**src/rtl/fp16_mul_arbiter.sv**
```systemverilog
// Round-robin arbiter that lets NREQ requesters share one external combinational
// FP16 multiplier. One operation is in flight at a time, with 2 cycles from accept to response.
module fp16_mul_arbiter #(
  parameter int NREQ = 4,
  parameter int IDW  = 2
) (
  input  logic                 clk,
  input  logic                 rst,
  input  logic [NREQ-1:0]      req_valid,
  output logic [NREQ-1:0]      req_ready,
  input  logic [NREQ*16-1:0]   req_a,
  input  logic [NREQ*16-1:0]   req_b,
  output logic [15:0]          mul_a,
  output logic [15:0]          mul_b,
  input  logic [15:0]          mul_result,
  output logic                 rsp_valid,
  input  logic                 rsp_ready,
  output logic [IDW-1:0]       rsp_id,
  output logic [15:0]          rsp_data,
  output logic                 busy,
  output logic [15:0]          op_count
);

  typedef enum logic [1:0] {IDLE, ISSUE, RESP} state_t;

  state_t         state, state_nxt;
  logic [IDW-1:0] last_grant, win_id, id_q;
  logic           win_found, accept;
  logic [15:0]    op_a_q, op_b_q, data_q, op_count_q;

  // Rotating priority: the requester just after last_grant is searched first.
  always_comb begin
    // NOTE: defaults first, so no path through this block leaves a value unassigned (no latch).
    win_found = 1'b0;
    win_id    = '0;
    for (int k = 1; k <= NREQ; k++) begin
      if (!win_found && req_valid[(int'(last_grant) + k) % NREQ]) begin
        win_found = 1'b1;
        win_id    = IDW'((int'(last_grant) + k) % NREQ);
      end
    end
  end

  always_comb begin
    state_nxt = state;
    req_ready = '0;
    accept    = 1'b0;
    case (state)
      IDLE: begin
        // The grant only goes out when the winner is valid, so ready implies accept.
        if (!rst && win_found) begin
          for (int i = 0; i < NREQ; i++) req_ready[i] = (win_id == IDW'(i));
          accept    = 1'b1;
          state_nxt = ISSUE;
        end
      end
      ISSUE:   state_nxt = RESP;
      RESP:    if (rsp_ready) state_nxt = IDLE;
      default: state_nxt = IDLE;
    endcase
  end

  always_ff @(posedge clk) begin
    // NOTE: non-blocking assignments for all registered state, so every flop samples pre-edge values.
    if (rst) state <= IDLE;
    else     state <= state_nxt;
  end

  always_ff @(posedge clk) begin
    if (rst) begin
      op_a_q     <= '0;
      op_b_q     <= '0;
      id_q       <= '0;
      data_q     <= '0;
      op_count_q <= '0;
      last_grant <= IDW'(NREQ - 1);
    end else begin
      if (accept) begin
        op_a_q     <= req_a[16*int'(win_id) +: 16];
        op_b_q     <= req_b[16*int'(win_id) +: 16];
        id_q       <= win_id;
        last_grant <= win_id;
      end
      if (state == ISSUE) data_q <= mul_result;
      if (state == RESP && rsp_ready) op_count_q <= op_count_q + 16'd1;
    end
  end

  assign mul_a     = op_a_q;
  assign mul_b     = op_b_q;
  assign rsp_valid = (state == RESP);
  assign rsp_data  = data_q;
  assign rsp_id    = id_q;
  assign busy      = (state != IDLE);
  assign op_count  = op_count_q;

endmodule
```
**config.mk**
```make
export PLATFORM = sky130hd
export DESIGN_NAME = fp16_mul_arbiter
export DESIGN_NICKNAME = d
export VERILOG_FILES = /design/src/rtl/fp16_mul_arbiter.sv
export SDC_FILE = /design/constraint.sdc
export NUM_CORES = 1
export LEC_CHECK = 0
export CAP_MARGIN = 30
export CELL_PAD_IN_SITES_DETAIL_PLACEMENT = 0
export CELL_PAD_IN_SITES_GLOBAL_PLACEMENT = 1
export CORE_ASPECT_RATIO = 0.7
export CORE_MARGIN = 2
export CORE_UTILIZATION = 23
export CTS_BUF_LIST = sky130_fd_sc_hd__clkbuf_16
export DETAILED_ROUTE_END_ITERATION = 8
export PLACE_DENSITY_LB_ADDON = 0.1
export SLEW_MARGIN = 20
export SYNTH_ARGS = -nofsm -noshare
export SYNTH_HDL_FRONTEND = slang
export SYNTH_SLANG_ARGS = --single-unit
```
**constraint.sdc**
```tcl
create_clock -name clk -period 1.9 [get_ports clk]
set_input_delay 0.19 -clock clk [delete_from_list [all_inputs] [get_ports clk]]
set_output_delay 0.19 -clock clk [all_outputs]
set_load 0.05 [all_outputs]
```
After elaboration in Yosys (flattened, before gate mapping)
Cells that the tools add are included.

operators by class
  $add $sub $neg = 5
  multipliers = 0
  div/mod/pow operators = 0
  $lt $le $gt $ge = 4
  equality and inequality tests = 7
  shift-type cells = 2
  muxes and demuxes = 27
  bitwise logic cells = 4
  reduce and logical (&&, ||, !) cells = 17

operators with widths
  cell                   number
  $shiftx 64x7->16       2
  $add 16x1->16 const B  1
  $lt 3x4->1 const B     4
  $mux 1                 14
  $mux 2                 6
  $bmux 1 s2             4
  $mux 4                 2
  $reduce_or 2->1        4
  $eq 2x2->1 const B     3
  $pmux 2 s3             1
  $logic_and 1x1->1      5
  $add 2x1->2 const B    2
  $add 2x2->2 const B    2
  $and 1x1->1 const A    4
  $eq 2x1->1 const B     2
  $logic_not 1->1        4
  $logic_not 2->1        2
  $ne 2x1->1 const B     1
  $ne 2x2->1 const B     1
  $reduce_and 2->1       1
  $reduce_bool 2->1      1

storage, ports and cells
  flip-flop bits (word level) = 70
  bits in latches = 0
  bits in writable memories = 0
  bits in read-only memories = 0
  bits of input ports = 151
  output and inout bits = 72
  logic and storage cells = 73
  memories = 0

Depth between registers and ports, before layout
  word-level depth = 19
  depth in mapped cells = 8
  mapped depth without buffers = 5

Least setup slack after synthesis
Ideal clock, no wire load.

  kind = register to output
  from = register last_grant[1]
  to = output port req_ready[0]
  arrival = 1,999 ps
  slack = -289 ps
  stages on the path, launching flop included = 7
  buffers on the path = 2
  cell sequence = dfxtp_1 buf_4 mux2i_1 a2bb2oi_2 buf_2 nand2_1 nor2_1

between the ends
  word-level cells in the longest chain between the ends = 17
  elaborated cells between the ends (all ways) = 34
  those cells by class = add/sub (4); mux (22); reduce/logical (8)

ends and longest elaborated chain
  item                                                  RTL line  RTL
  start, declared                                       27        logic [IDW-1:0] last_grant, win_id, id_q;
  start signal, assigned                                76        last_grant <= IDW'(NREQ - 1);
  start signal, assigned                                82        last_grant <= win_id;
  $add 2x1->2                                           37, 39
  $bmux 1 s2                                            37        if (!win_found && req_valid[(int'(last_grant) + k) % NREQ]) begin
  $mux 1 (implied by the code) (2 in a row)             37
  $mux 1                                                37
  $logic_not 1->1                                       37
  $logic_and 1x1->1                                     37
  $mux 1                                                37
  $logic_not 1->1                                       37
  $logic_and 1x1->1                                     37
  $mux 1                                                37
  $logic_not 1->1                                       37
  $logic_and 1x1->1                                     37
  $mux 2 or $mux 1 (tied branches)                      37
  $logic_not 2->1 or $logic_and 1x1->1 (tied branches)  52, 51
  $mux 4 *                                              51        if (!rst && win_found) begin
  $mux 4 *                                              48        case (state)
  end, declared                                         10        output logic [NREQ-1:0] req_ready,

Mark *: on every way between the ends. The rest lies on a longest branch, timed or not. The select of a mux whose other input is x is not followed.

Worst setup path in the final report
  from = register last_grant[1]
  to = register op_a_q[14] (netlist: mul_a[14])

between the ends
  word-level cells in the longest chain between the ends = 17
  elaborated cells between the ends (all ways) = 34
  those cells by class = add/sub (4); shift (1); mux (22); reduce/logical (7)

ends and longest elaborated chain
  item                                                  RTL line  RTL
  branches (longest 17 deep; another with $add 2x1->2)  n/a
  end signal, assigned                                  79        op_a_q <= req_a[16*int'(win_id) +: 16];
  end, declared                                         29        logic [15:0] op_a_q, op_b_q, data_q, op_count_q;

Parallel ways; which one is timed is not known. The select of a mux whose other input is x is not followed.
A chain may end at the register's enable or synchronous reset.

==> summary.md <==
| Metric | Value |
|---|---|
| Status | complete, but fails checks |
| Failing checks | negative setup slack |
| GRT Util Overall | 17.2% |
| Max-Cap Viols | 0 |
| Synthesized Nets | 568 |
| CTS clk-pin slew, worst paths | 0.06 ns |
| First-pass GRT wire length | 22.5 mm |
| # IOs | 223 |
| ANT nets after route | 0 |
| Syn_area_per_cell | 8.67 um^2 |
| Die height | 109 um |
| # setup viols final | 31 |
| Number of core rows | 38 |
| Max VDD drop | 417 uV |
| Post-DP HPWL | 10.6 mm |
| Reg2reg end | mul_a[14] |
| Core area | 0.0154 mm^2 |
| Hold_ws | 0.412 ns |
| Arrival time worst endpoint | 2.24 ns |
| Lkg Pwr | 2.70 nW |
| CTS root buf | clkbuf_16 |
| Async S/R FF share, synth | 0% |
| Hold Crit Endpoint | rsp_data[9] |
| Largest net degree at the start of global routing | 34 |
| Reg2Reg Depth | 8 |
| Final Wtd Congestion | 0.825 |
| Synthesis Warnings | 0 |
| Pre-CTS setup slack | -0.446 ns |
| Post-synthesis cell count | 416 |
| PD cells | 875 mW/mm^2 |
| Synthesized flop and latch total | 70 |
| Diode count | 0 |
| CTS Buf Count | 9 |
| WS Path Type | reg -> reg |
| Cell with the most instances after synthesis | dfxtp_1 |
| Crit path capture type | register |
| Die width | 154 um |
| DRC violations left | 0 |
| Synthesis-to-finish area growth | 92.4% |
| Initial Utilization | 23.4% |
| Avg Vias per Cell | 4.71 |
| RSZ-0062 raised after global routing | yes |
| RR Startpoint | last_grant[1] |
| Antenna violations before repair | 0 |
| Post-synth EDFFs | 0 |
| H-tree levels | 3 |
| Vias in the first global route | 4076 |
| Final cycle utilization of the critical path | 106% |
| Synthesized area | 0.00361 mm^2 |
| Fmax | 0.497 GHz |
| Share of the synthesized area in the top cell type | 38.8% |
| Initial DRC count | 166 |
| Worst hold stages | 3 |
| Register area share after synthesis | 38.8% |
| Sink Count | 70 |
| Die footprint | 0.0167 mm^2 |
| Worst Min Path Start | mul_result[9] |
| Slowest-stage cell, CP | dfxtp_4 |
| WP data required | 2.13 ns |
| Hold Path Class | in -> reg |
| Max Slew Vio Count | 0 |
| Drt total wl | 14.8 mm |
| Wirelength per Cell | 17.1 um |
| Clk_skew | 0.0108 ns |
| Dominant synthesized flop cell | dfxtp_1 |
| CP Max Fanout | 8 |
| Vias | 4067 |
| Drt pass-1 iters | 4 |
| Final Hold Fails | 0 |
| Nature of the critical path startpoint | register |
| Period minus WS final | 2.01 ns |
| Setup TNS | -2.04 ns |
| Slew margin rel. | 58.0% |
| Fin nets | 810 |
| CTS tree | built |
| R2R setup slack | -0.11 ns |
| Worst-skew pair later-pin latency | 0.33 ns |
| Worst path max stage delay | 0.37 ns |
| Buffers on Ports | 222 |
| Netlist cell types | 41 |
| CP dominant cell by count | buf_12 |
| Final WS setup | -0.110 ns |
| Critical path cell sequence | buf_6 > buf_4 > o2bb2ai_4 > nor2_4 > buf_12 > buf_12 > mux2_4 > a221o_1 |
| Gr ovfl total | 0 |
| Synth area leaders | dfxtp_1, mux2_2, a221o_1, a21oi_1, nand3_1 |
| Commonest cells in the netlist | dfxtp_1, a21oi_1, nand2_1, nand3_1 |
| Cell taking the most area after synthesis | dfxtp_1 |
| Actual slew at the worst max-slew pin | 0.630 ns |
| Worst-case clock buffer depth | 2 |
| Layout cells sized above 1 | 18.4% |
| # hold bufs at CTS | 0 |
[repair_timing]
item,in CTS,in global routing
setup endpoints to repair,36,36
setup buffers,7,2
pin swaps,5,2
cloned,2,2
gates resized for setup,50,4
[power by group]
part | switching (mW) | total [mW] | internal [mW]
Sequential | 0.0986 | 1.74 | 1.64
Clock | 0.659 | 1.93 | 1.28
Combinational | 1.26 | 2.40 | 1.14
Total | 2.02 | 6.07 | 4.05
[layout make-up]
| type | instances | area (um^2) |
|---|---|---|
| Tap cell | 200 | 250 |
| Sequential cell | 70 | 1410 |
| Multi-Input combinational cell | 304 | 2160 |
| Inverter | 4 | 15.0 |
| Fill cell | 1490 | 8470 |
| Timing Repair Buffer | 269 | 2770 |
| Clock inverter | 7 | 113 |
| Clock buffer | 9 | 225 |
[cells by family after synthesis]
logic type                 share of synthesized area, %
xor gates and xnor gates                           3.64
muxes                                              10.5
AOI/OAI and AO/OA                                  22.7
DFF                                                38.8
adders and majority gates                         0.347
buffers and inverters                              6.35
and+or+nand+nor                                    17.6
[layer usage]
layer  wire length, um  global-route usage, %
met1              6520                   21.5
met2              6830                   28.4
met3              1250                   6.52
met4               200                   4.13
met5                 0                      0
[per-stage QoR]
step	power (mW)	cell area [um^2]	utilization [%]	cells
after global placement	3.94	6250	40.6	836
after global routing	6.35	6940	45.0	863
final	6.07	6940	45.0	863
after floorplan	3.00	3620	-	416
after detailed placement	3.95	6250	40.6	836
after CTS	6.13	6890	44.8	861
[flip-flops by register name, summed over array words and instances (netlist names)]
signal and flops:
last_grant 2, mul_a 16, mul_b 16, op_count 16
rsp_data 16, rsp_id 2, state 2
[worst max-delay path by stage]
stage	from	to	slack [ns]	cells after the start
final	last_grant[1]	mul_a[14]	-0.11	8
after global routing	last_grant[1]	mul_b[13]	-0.16	8
after CTS	last_grant[1]	req_ready[2]	-0.09	7
after detailed placement	req_valid[0]	mul_b[3]	-0.45	8
after global placement	req_valid[0]	mul_a[14]	-0.40	8
after floorplan	last_grant[1]	req_ready[2]	-0.05	7
[cells in the final DEF (no fill, tap or decap), types with 4 or more instances in the layout]
master           instances
nand3_1                 36
xnor2_1                  5
xor2_1                  10
inv_1                    4
dfxtp_1                 69
nor2_1                  19
mux2_2                   9
clkdlybuf4s50_1        212
nand2_1                 40
a21oi_1                 51
nand4_1                  4
buf_4                   36
o21ai_0                 32
a221o_1                 32
mux2_4                  23
buf_12                  10
clkbuf_16               11
nor2_4                   6
[worst max-delay path: cells and delay by family, from the launching register on]
family          cells  cell delay, ns
simple gates        1            0.20
compound gates      2            0.47
mux                 1            0.30
flops               1            0.37
buf+inv             4            0.56
No activity file was read; power rests on OpenSTA's default activity.
